`src/rtl/lola_alu_pkg.sv`:
```
// Shared definitions for the Lola ALU control path.
// Holds the datapath width and register count, the 4-bit ALU opcode values,
// the bit offsets of the fields in the 17-bit instruction word
// {op, dst, srca, srcb, imm_en, imm}, and the sequencer state encoding.
package lola_alu_pkg;

    localparam int LOLA_W     = 6;
    localparam int LOLA_NREG  = 4;
    localparam int INSTR_W    = 17;

    // ALU opcodes
    localparam logic [3:0] OP_NOT  = 4'd0;
    localparam logic [3:0] OP_IO   = 4'd1;
    localparam logic [3:0] OP_EQ   = 4'd2;
    localparam logic [3:0] OP_NE   = 4'd3;
    localparam logic [3:0] OP_GT   = 4'd4;
    localparam logic [3:0] OP_GE   = 4'd5;
    localparam logic [3:0] OP_LT   = 4'd6;
    localparam logic [3:0] OP_LE   = 4'd7;
    localparam logic [3:0] OP_INC  = 4'd8;
    localparam logic [3:0] OP_DEC  = 4'd9;
    localparam logic [3:0] OP_ADD  = 4'd10;
    localparam logic [3:0] OP_SUB  = 4'd11;
    localparam logic [3:0] OP_NAND = 4'd12;
    localparam logic [3:0] OP_XOR  = 4'd13;
    localparam logic [3:0] OP_AND  = 4'd14;
    localparam logic [3:0] OP_OR   = 4'd15;

    // Instruction field offsets (LSB of each field)
    localparam int OP_LSB     = 13;
    localparam int DST_LSB    = 11;
    localparam int SRCA_LSB   = 9;
    localparam int SRCB_LSB   = 7;
    localparam int IMM_EN_BIT = 6;
    localparam int IMM_LSB    = 0;

    typedef enum logic [1:0] {
        ST_IDLE  = 2'd0,
        ST_EXEC  = 2'd1,
        ST_IO    = 2'd2,
        ST_FAULT = 2'd3
    } seq_state_t;

    // Assemble an instruction word from its fields.
    function automatic logic [INSTR_W-1:0] make_instr(
        input logic [3:0] op,
        input logic [1:0] dst,
        input logic [1:0] srca,
        input logic [1:0] srcb,
        input logic       imm_en,
        input logic [5:0] imm
    );
        return {op, dst, srca, srcb, imm_en, imm};
    endfunction

endpackage

```
`src/rtl/alu_regfile.sv`:
```
// Register file for the ALU sequencer.
// NREG entries of W bits, one synchronous write port and three asynchronous
// read ports: operand A, operand B, and the debug read port.
// Ports:
//   clk, rst (async active-low)
//   we, waddr, wdata         write port
//   ra_addr/ra_data          operand A read
//   rb_addr/rb_data          operand B read
//   rd_addr/rd_data          debug read
module alu_regfile #(
    parameter int W     = 6,
    parameter int NREG  = 4,
    parameter int IDX_W = $clog2(NREG)
) (
    input  logic             clk,
    input  logic             rst,
    input  logic             we,
    input  logic [IDX_W-1:0] waddr,
    input  logic [W-1:0]     wdata,
    input  logic [IDX_W-1:0] ra_addr,
    output logic [W-1:0]     ra_data,
    input  logic [IDX_W-1:0] rb_addr,
    output logic [W-1:0]     rb_data,
    input  logic [IDX_W-1:0] rd_addr,
    output logic [W-1:0]     rd_data
);

    logic [W-1:0] regs_r [NREG];

    // Storage: cleared on reset, written when we is asserted.
    always_ff @(posedge clk or negedge rst) begin
        if (!rst) begin
            for (int i = 0; i < NREG; i++) begin
                regs_r[i] <= {W{1'b0}};
            end
        end else if (we) begin
            regs_r[waddr] <= wdata;
        end else begin
            regs_r[waddr] <= regs_r[waddr];
        end
    end

    assign ra_data = regs_r[ra_addr];
    assign rb_data = regs_r[rb_addr];
    assign rd_data = regs_r[rd_addr];

endmodule

```
`src/rtl/alu_sequencer.sv`:
```
// Upstream control stage for the 6-bit Lola ALU.
// Accepts one instruction at a time over instr_valid/instr_ready, captures
// the operands into the registered alu_x/alu_y/alu_op outputs, then uses the
// ALU response (alu_z/alu_baf/alu_iof/alu_zf) one cycle later to write back,
// hand an IO word to the io_valid/io_ready sink, or enter a sticky fault
// that only fault_clr releases.
// Ports:
//   clk, rst (async active-low)
//   instr_valid/instr_ready/instr   instruction handshake
//   alu_x/alu_y/alu_op              registered ALU operands and opcode
//   alu_z/alu_baf/alu_iof/alu_zf    ALU response
//   io_valid/io_ready/io_data       IO word handshake
//   zf, fault, fault_clr, done      status
//   rd_sel/rd_data                  debug register read (combinational)
module alu_sequencer
    import lola_alu_pkg::*;
#(
    parameter int W    = LOLA_W,
    parameter int NREG = LOLA_NREG
) (
    input  logic               clk,
    input  logic               rst,
    input  logic               instr_valid,
    output logic               instr_ready,
    input  logic [INSTR_W-1:0] instr,
    output logic [W-1:0]       alu_x,
    output logic [W-1:0]       alu_y,
    output logic [3:0]         alu_op,
    input  logic [W-1:0]       alu_z,
    input  logic               alu_baf,
    input  logic               alu_iof,
    input  logic               alu_zf,
    output logic               io_valid,
    input  logic               io_ready,
    output logic [W-1:0]       io_data,
    output logic               zf,
    output logic               fault,
    input  logic               fault_clr,
    output logic               done,
    input  logic [1:0]         rd_sel,
    output logic [W-1:0]       rd_data
);

    seq_state_t state_r;
    seq_state_t next_state_s;

    logic [W-1:0] alu_x_r;
    logic [W-1:0] alu_y_r;
    logic [3:0]   alu_op_r;
    logic [1:0]   dst_r;
    logic         zf_r;
    logic         fault_r;
    logic         done_r;
    logic         io_valid_r;
    logic         we_s;

    // Instruction field decode
    logic [3:0]   f_op_s;
    logic [1:0]   f_srca_s;
    logic [1:0]   f_srcb_s;
    logic [1:0]   f_dst_s;
    logic         f_imm_en_s;
    logic [W-1:0] f_imm_s;
    logic [W-1:0] ra_data_s;
    logic [W-1:0] rb_data_s;

    assign f_op_s     = instr[OP_LSB +: 4];
    assign f_dst_s    = instr[DST_LSB +: 2];
    assign f_srca_s   = instr[SRCA_LSB +: 2];
    assign f_srcb_s   = instr[SRCB_LSB +: 2];
    assign f_imm_en_s = instr[IMM_EN_BIT];
    assign f_imm_s    = instr[IMM_LSB +: W];

    alu_regfile #(
        .W    (W),
        .NREG (NREG),
        .IDX_W(2)
    ) u_regfile (
        .clk    (clk),
        .rst    (rst),
        .we     (we_s),
        .waddr  (dst_r),
        .wdata  (alu_z),
        .ra_addr(f_srca_s),
        .ra_data(ra_data_s),
        .rb_addr(f_srcb_s),
        .rb_data(rb_data_s),
        .rd_addr(rd_sel),
        .rd_data(rd_data)
    );

    // State register.
    always_ff @(posedge clk or negedge rst) begin
        if (!rst) begin
            state_r <= ST_IDLE;
        end else begin
            state_r <= next_state_s;
        end
    end

    // Next-state decode and register-file write enable.
    // EXEC checks the ALU response in priority order: bad operand, IO, writeback.
    always_comb begin
        next_state_s = state_r;
        we_s         = 1'b0;
        case (state_r)
            ST_IDLE: begin
                if (instr_valid) begin
                    next_state_s = ST_EXEC;
                end else begin
                    next_state_s = ST_IDLE;
                end
            end
            ST_EXEC: begin
                if (alu_baf) begin
                    next_state_s = ST_FAULT;
                end else if (alu_iof) begin
                    next_state_s = ST_IO;
                end else begin
                    next_state_s = ST_IDLE;
                    we_s         = 1'b1;
                end
            end
            ST_IO: begin
                if (io_ready) begin
                    next_state_s = ST_IDLE;
                end else begin
                    next_state_s = ST_IO;
                end
            end
            ST_FAULT: begin
                if (fault_clr) begin
                    next_state_s = ST_IDLE;
                end else begin
                    next_state_s = ST_FAULT;
                end
            end
            default: begin
                next_state_s = ST_IDLE;
            end
        endcase
    end

    // Operand capture, flags, IO handshake and retire pulse.
    always_ff @(posedge clk or negedge rst) begin
        if (!rst) begin
            alu_x_r    <= {W{1'b0}};
            alu_y_r    <= {W{1'b0}};
            alu_op_r   <= 4'd0;
            dst_r      <= 2'd0;
            zf_r       <= 1'b0;
            fault_r    <= 1'b0;
            done_r     <= 1'b0;
            io_valid_r <= 1'b0;
        end else begin
            done_r <= 1'b0;
            case (state_r)
                ST_IDLE: begin
                    if (instr_valid) begin
                        // Operands are captured here, so a later write to
                        // srca/srcb (including dst==src) cannot disturb them.
                        alu_x_r  <= ra_data_s;
                        alu_y_r  <= f_imm_en_s ? f_imm_s : rb_data_s;
                        alu_op_r <= f_op_s;
                        dst_r    <= f_dst_s;
                    end
                end
                ST_EXEC: begin
                    if (alu_baf) begin
                        fault_r <= 1'b1;
                    end else if (alu_iof) begin
                        io_valid_r <= 1'b1;
                    end else begin
                        zf_r   <= alu_zf;
                        done_r <= 1'b1;
                    end
                end
                ST_IO: begin
                    if (io_ready) begin
                        io_valid_r <= 1'b0;
                        done_r     <= 1'b1;
                    end
                end
                ST_FAULT: begin
                    if (fault_clr) begin
                        fault_r <= 1'b0;
                    end
                end
                default: begin
                    io_valid_r <= 1'b0;
                end
            endcase
        end
    end

    assign instr_ready = (state_r == ST_IDLE);
    assign alu_x       = alu_x_r;
    assign alu_y       = alu_y_r;
    assign alu_op      = alu_op_r;
    assign io_valid    = io_valid_r;
    // alu_x_r is frozen outside IDLE, so the IO word stays stable until taken.
    assign io_data     = alu_x_r;
    assign zf          = zf_r;
    assign fault       = fault_r;
    assign done        = done_r;

endmodule
```
`config.mk`:
```
export PLATFORM = sky130hd
export DESIGN_NAME = alu_sequencer
export DESIGN_NICKNAME = d
export VERILOG_FILES = /design/src/rtl/lola_alu_pkg.sv /design/src/rtl/alu_regfile.sv /design/src/rtl/alu_sequencer.sv
export SDC_FILE = /design/constraint.sdc
export NUM_CORES = 1
export LEC_CHECK = 0
export CAP_MARGIN = 10
export CORE_MARGIN = 4
export CORE_UTILIZATION = 45
export CTS_CLUSTER_DIAMETER = 80
export DETAILED_ROUTE_END_ITERATION = 12
export PLACE_DENSITY_LB_ADDON = 0.2
export SLEW_MARGIN = 20
export SYNTH_ARGS = -nofsm -noshare
export SYNTH_HDL_FRONTEND = slang
export SYNTH_SLANG_ARGS = --single-unit
export TNS_END_PERCENT = 10
```
`constraint.sdc`:
```
create_clock -name clk -period 2.3 [get_ports clk]
set_input_delay 0.345 -clock clk [delete_from_list [all_inputs] [get_ports clk]]
set_output_delay 0.345 -clock clk [all_outputs]
set_load 0.03 [all_outputs]
```
* After elaboration in Yosys (flattened, before gate mapping)
Index checks and enable logic that the tools add are counted.
** Word-level totals
- ROM bits :: 0
- Latch bits :: 0
- Logic and storage cells :: 76
- Bits in writable memories :: 0
- Register bits :: 48
- Memories :: 0
- Bits of input ports :: 33
- Output and inout port bits :: 33
** Operators by class
- Add/sub/neg operators :: 0
- Multiplexer cells :: 36
- Shift-type cells :: 0
- Reductions and logical operators :: 8
- Bitwise gates (word level) :: 6
- $mul :: 0
- Order comparisons :: 5
- Divide/modulo/power cells :: 0
- Equal/unequal tests :: 8
** Operator list (number)
- $mux 6 :: 10
- $bmux 6 s2 :: 4
- $bwmux 24 :: 2
- $mux 24 :: 1
- $demux 6 s2 :: 1
- $ge 3x3->1 const B :: 4
- $not 2->3 :: 4
- $mux 1 :: 10
- $ne 2x2->1 const B :: 5
- $mux 2 :: 4
- $pmux 2 s4 :: 1
- $pmux 1 s2 :: 3
- $reduce_and 3->1 :: 2
- $eq 2x2->1 const B :: 2
- $reduce_and 4->1 :: 1
- $reduce_bool 2->1 :: 2
- $lt 3x1->1 const B :: 1
- $eq 2x1->1 const B :: 1
- $logic_not 2->1 :: 1
- $not 1->1 :: 2
- $reduce_and 2->1 :: 1
- $logic_and 1x1->1 :: 1

* Depth between registers and ports, before layout
- Depth in word-level cells :: 7
- Mapped depth :: 7

* Hierarchy
From an unflattened synthesis, not the netlist that was laid out.
** Unflattened totals
- Cell total of the unflattened synthesis :: 165
- Area total of the unflattened synthesis :: 2509.9 um^2
** Modules (own cells, without submodules)
- alu_regfile :: times used 1, cells each 73, seq. area each 600.6 um^2, area an instance 1337.5 um^2
- alu_sequencer :: times used 1, cells each 92, seq. area each 600.6 um^2, area an instance 1172.4 um^2

* Worst setup path after synthesis
No wires, ideal clock.
- Kind :: register to register
- Start point :: reg state_r[0]
- End point :: reg alu_op_r[2], in the netlist alu_op[2]
- Setup slack :: 0.208 ns
- Arrival :: 1.968 ns
- Clock period less this slack :: 2.092 ns
- Cell stages (with the launch flop) :: 7
- Buffers on the path :: 2
- Cells stage by stage :: dfrtp_1 inv_1 ha_1 and2_1 clkbuf_1 buf_1 mux2_2
** Between the ends
- Longest elaborated chain between the ends :: 2
** Ends and longest elaborated chain
- from (decl) :: line alu_sequencer.sv:44 : seq_state_t state_r;
- from (signal assigned) :: line alu_sequencer.sv:97 : state_r <= next_state_s;
- $logic_not 2->1
- net instr_ready :: line alu_sequencer.sv:24 : output logic instr_ready,
- $reduce_and 2->1 (no source line)
- to (signal assigned) :: line alu_sequencer.sv:164 : alu_op_r <= f_op_s;
- to (decl) :: line alu_sequencer.sv:49 : logic [3:0] alu_op_r;
The timed path passes the listed nets, and every way through them passes these cells.
A chain may end at the register's enable or synchronous reset.

* Worst setup path in the final report
- Start point :: in rd_sel[0]
- End point :: out rd_data[5]
** Between the ends
- Longest elaborated chain between the ends :: 4
** Ends and longest elaborated chain
- from (decl) :: line alu_sequencer.sv:40 : input logic [1:0] rd_sel,
- $not 2->3 (not written as such) :: line alu_regfile.sv:45 : assign rd_data = regs_r[rd_addr];
- $bmux 6 s2 :: line alu_regfile.sv:45
- $mux 6 (not written as such) (2 in series) :: line alu_regfile.sv:45
- to (decl) :: line alu_sequencer.sv:41 : output logic [W-1:0] rd_data
Every way passes these cells. The select of a mux whose other input is x is not followed.

==> run_results.csv <==
group,metric,value,unit
sta,max_freq,464,MHz
logic_synthesis,syn_avg_cell_area,14.8,um2
routing,routed_wl,5630,um
die,die_h,82.3,um
pwr,cellPowerDensity,1300,nW/um2
routing,num_vias,1632,
die,design.die.area,6780,um2
logic_synthesis,ys_seq_area_share,48.3,%
sta,period_share,93.8,%
logic_synthesis,netlist_area,2490,um2
worst_setup_path,crit_arrival,1.81,ns
worst_setup_path,crit_chain,"clkdlybuf4s50_1 -> mux4_2 -> dlygate4sd2_1",
cts,cts_tree,"yes",
grt,grt_max_degree,26,
logic_synthesis,synthCells,168,
cells_and_area,final_cells,307,
grt,grt.total_usage,18.1,%
cells_and_area,fin_util,63.1,%
grt,grt_pass1_vias,1680,
min_path,hold_path_class,"in -> async",
routing,ant_nets,0,
sta,timing.final.max_slew_violations,0,
logic_synthesis,yosys.area_share.simple,4.48,%
cts,cts_buffers,5,
cells_and_area,diodes,0,
die,die_x,82.3,um
placed_design,port-buffer-count,65,
die,row_count,26,
logic_synthesis,netlist_top_cells_area,"dfrtp_1 48%, mux4_2 16%, mux2_2 14%, mux2_4 3.6%, ha_1 3.0%",
job,drv_cap,0,
logic_synthesis,synth_top_cell_area_share,48.3,%
sta,rsz0062_at_grt,"false",
routing,vias_per_cell,5.32,
cells_and_area,layout-drive-gt1-share,33.8,%
sta,skew,0.00583,ns
cts,clk_path_buf_depth,2,
grt,grt_first_pass_wirelength,8850,um
placed_design,dp_hpwl,4370,um
sta,post-route-min-period,2.16,ns
sta,worst_pin_slew,0.661,ns
pwr,p_leak,1.43,nW
logic_synthesis,yosys.area_share.adder,3.02,%
cells_and_area,nNetsFinal,275,
worst_setup_path,crit_slowest_cell,"clkdlybuf4s50_1",
routing,post_drt_wl_per_cell,18.3,um
routing,drt_iter0_markers,183,
worst_setup_path,worst_setup_path_end_kind,"output port",
logic_synthesis,synth_nets,207,
logic_synthesis,synth_top_family_by_area,"multiplexers",
routing,detail_route.first_pass.iterations,4,
pwr,ir_drop,0.519,mV
logic_synthesis,synth_edf_count,0,
worst_setup_path,cp_slowest_stage_delay,0.56,ns
logic_synthesis,synth_compound_area_share,3.27,%
routing,drc,0,
logic_synthesis,synth_xor_xnor_area_share,0,%
worst_setup_path,r2r_start,"state_r[1]$_DFF_PN0_",
die,initial_utilization,47.5,%
sta,maxSlewHeadroom,55.9,%
logic_synthesis,ys_warn_count,0,
cells_and_area,layout_common_cells,"58 x clkdlybuf4s50_1, 48 x dfrtp_1, 31 x mux2_2, 18 x mux4_2, 14 x buf_4",
cts,h-tree-depth,2,
worst_setup_path,start_kind,"input pin",
worst_setup_path,crit_type,"in -> out",
cts,cts_sinks,48,
sta,setup_viol,0,
grt,grt_remaining_overflow,0,
logic_synthesis,synthMuxAreaShare,36.8,%
logic_synthesis,async_reset_ff_share,100,%
cts,cts_root_buf,"clkbuf_8",
worst_setup_path,cp_data_required_time,1.96,ns
logic_synthesis,ys_ff_latch,48,
logic_synthesis,netlist.top_cell.by_area,"dfrtp_1",
worst_setup_path,cp_max_fo,3,
worst_setup_path,startpoint,"rd_sel[0]",
cts,clock_latency,0.30,ns
die,core-area,5240,um2
run_status,status,"finished clean",
placed_design,place.gp.congestion,0.813,
cells_and_area,final_common_cell,"clkdlybuf4s50_1",
sta,final-hold-violation-count,0,
logic_synthesis,synth.distinct_cells,27,
logic_synthesis,synth_ff_type,"dfrtp_1",
grt,antenna_found_initial,0,
die,boundaryPins,66,
cells_and_area,syn_to_final_growth,32.9,%
cts,path_clk_slew,0.08,ns
placed_design,place_inst,299,
cts,post_cts_buffers,0,
-- worst max-delay path, delay by kind of cell --
family	cells	cell delay, ns
buf+inv	2	0.93
mux	1	0.54
-- Yosys cell counts (all sizes together), types with 2 or more instances --
cell and count:
mux4 18, o21ai 2, ha 6, mux2 37
or3b 2, mux2i 7, nor2 7, inv 4
nand2b 3, a21oi 8, dfrtp 48, clkbuf 5
buf 10, nand2 2
-- power by group --
part | switching [W] | internal (W)
logic | 0.00107 | 0.00114
registers | 0.000328 | 0.00123
clock network | 0.000265 | 0.000246
total | 0.00167 | 0.00262
-- sequential cells by signal (all words and copies together) (netlist names) --
register,cells
u_regfile.regs_r,24
alu_x,6
alu_y,6
alu_op,4
dst_r,2
state_r,2
done,1
fault,1
io_valid,1
zf,1
-- layer usage --
layer  wire, um  up-vias  global-route usage, %
met1       2320      830                   24.3
li1           -      751                      -
met5          0        -                      0
met2       2940       46                   29.8
met3        332        5                   4.23
met4         42        0                   4.65
-- through the flow --
stage / setup WS [ns] / hold slack, ns / total power [W] / area, um2 / setup TNS (ns)
after floorplan: 0.208 / 0.0494 / 0.00300 / 2490 / 0
after global placement: -0.103 / 0.360 / 0.00372 / 3220 / -0.186
after detailed placement: -0.108 / 0.372 / 0.00383 / 3220 / -0.188
after CTS: 0.129 / 0.0437 / 0.00433 / 3300 / 0
after global routing: 0.0641 / 0.0700 / 0.00453 / 3300 / 0
final: 0.143 / 0.0323 / 0.00428 / 3300 / 0
-- final cells by class --
class,count,area (um2)
repair buffers,76,728
flip-flops and latches,48,1200
inverters,4,15.0
multi-input cells,101,1180
fillers,398,1930
clock buffers,8,90.1
well taps,70,87.6
-- cells by family after synthesis --
| family | Yosys count |
|---|---|
| muxes | 62 |
| buffers and inverters | 19 |
| and+or+nand+nor | 19 |
| adders and majority gates | 6 |
| DFF | 48 |
| AOI/OAI and AO/OA | 14 |
-- path summary, 6_finish.rpt --
kind | end | slack, ns | cells past startpoint
setup / recovery | rd_data[5] | 0.14 | 3
hold / removal | alu_op[2]$_DFFE_PN0P_ | 0.03 | 1
setup reg to reg | u_regfile.regs_r[10]$_DFFE_PN0P_ | 0.19 | 7
hold reg to reg | alu_op[1]$_DFFE_PN0P_ | 0.51 | 1
max in group asynchronous | u_regfile.regs_r[21]$_DFFE_PN0P_ | 1.73 | 2
min in group clk | alu_op[1]$_DFFE_PN0P_ | 0.51 | 1
-- repair_timing --
action | CTS | global route
endpoints found under the setup margin | 2 | 0
hold endpoints to repair | 0 | 0
hold buffers | 0 | 0
gates resized for setup | 2 | 0
(Power assumes the default switching activity.)
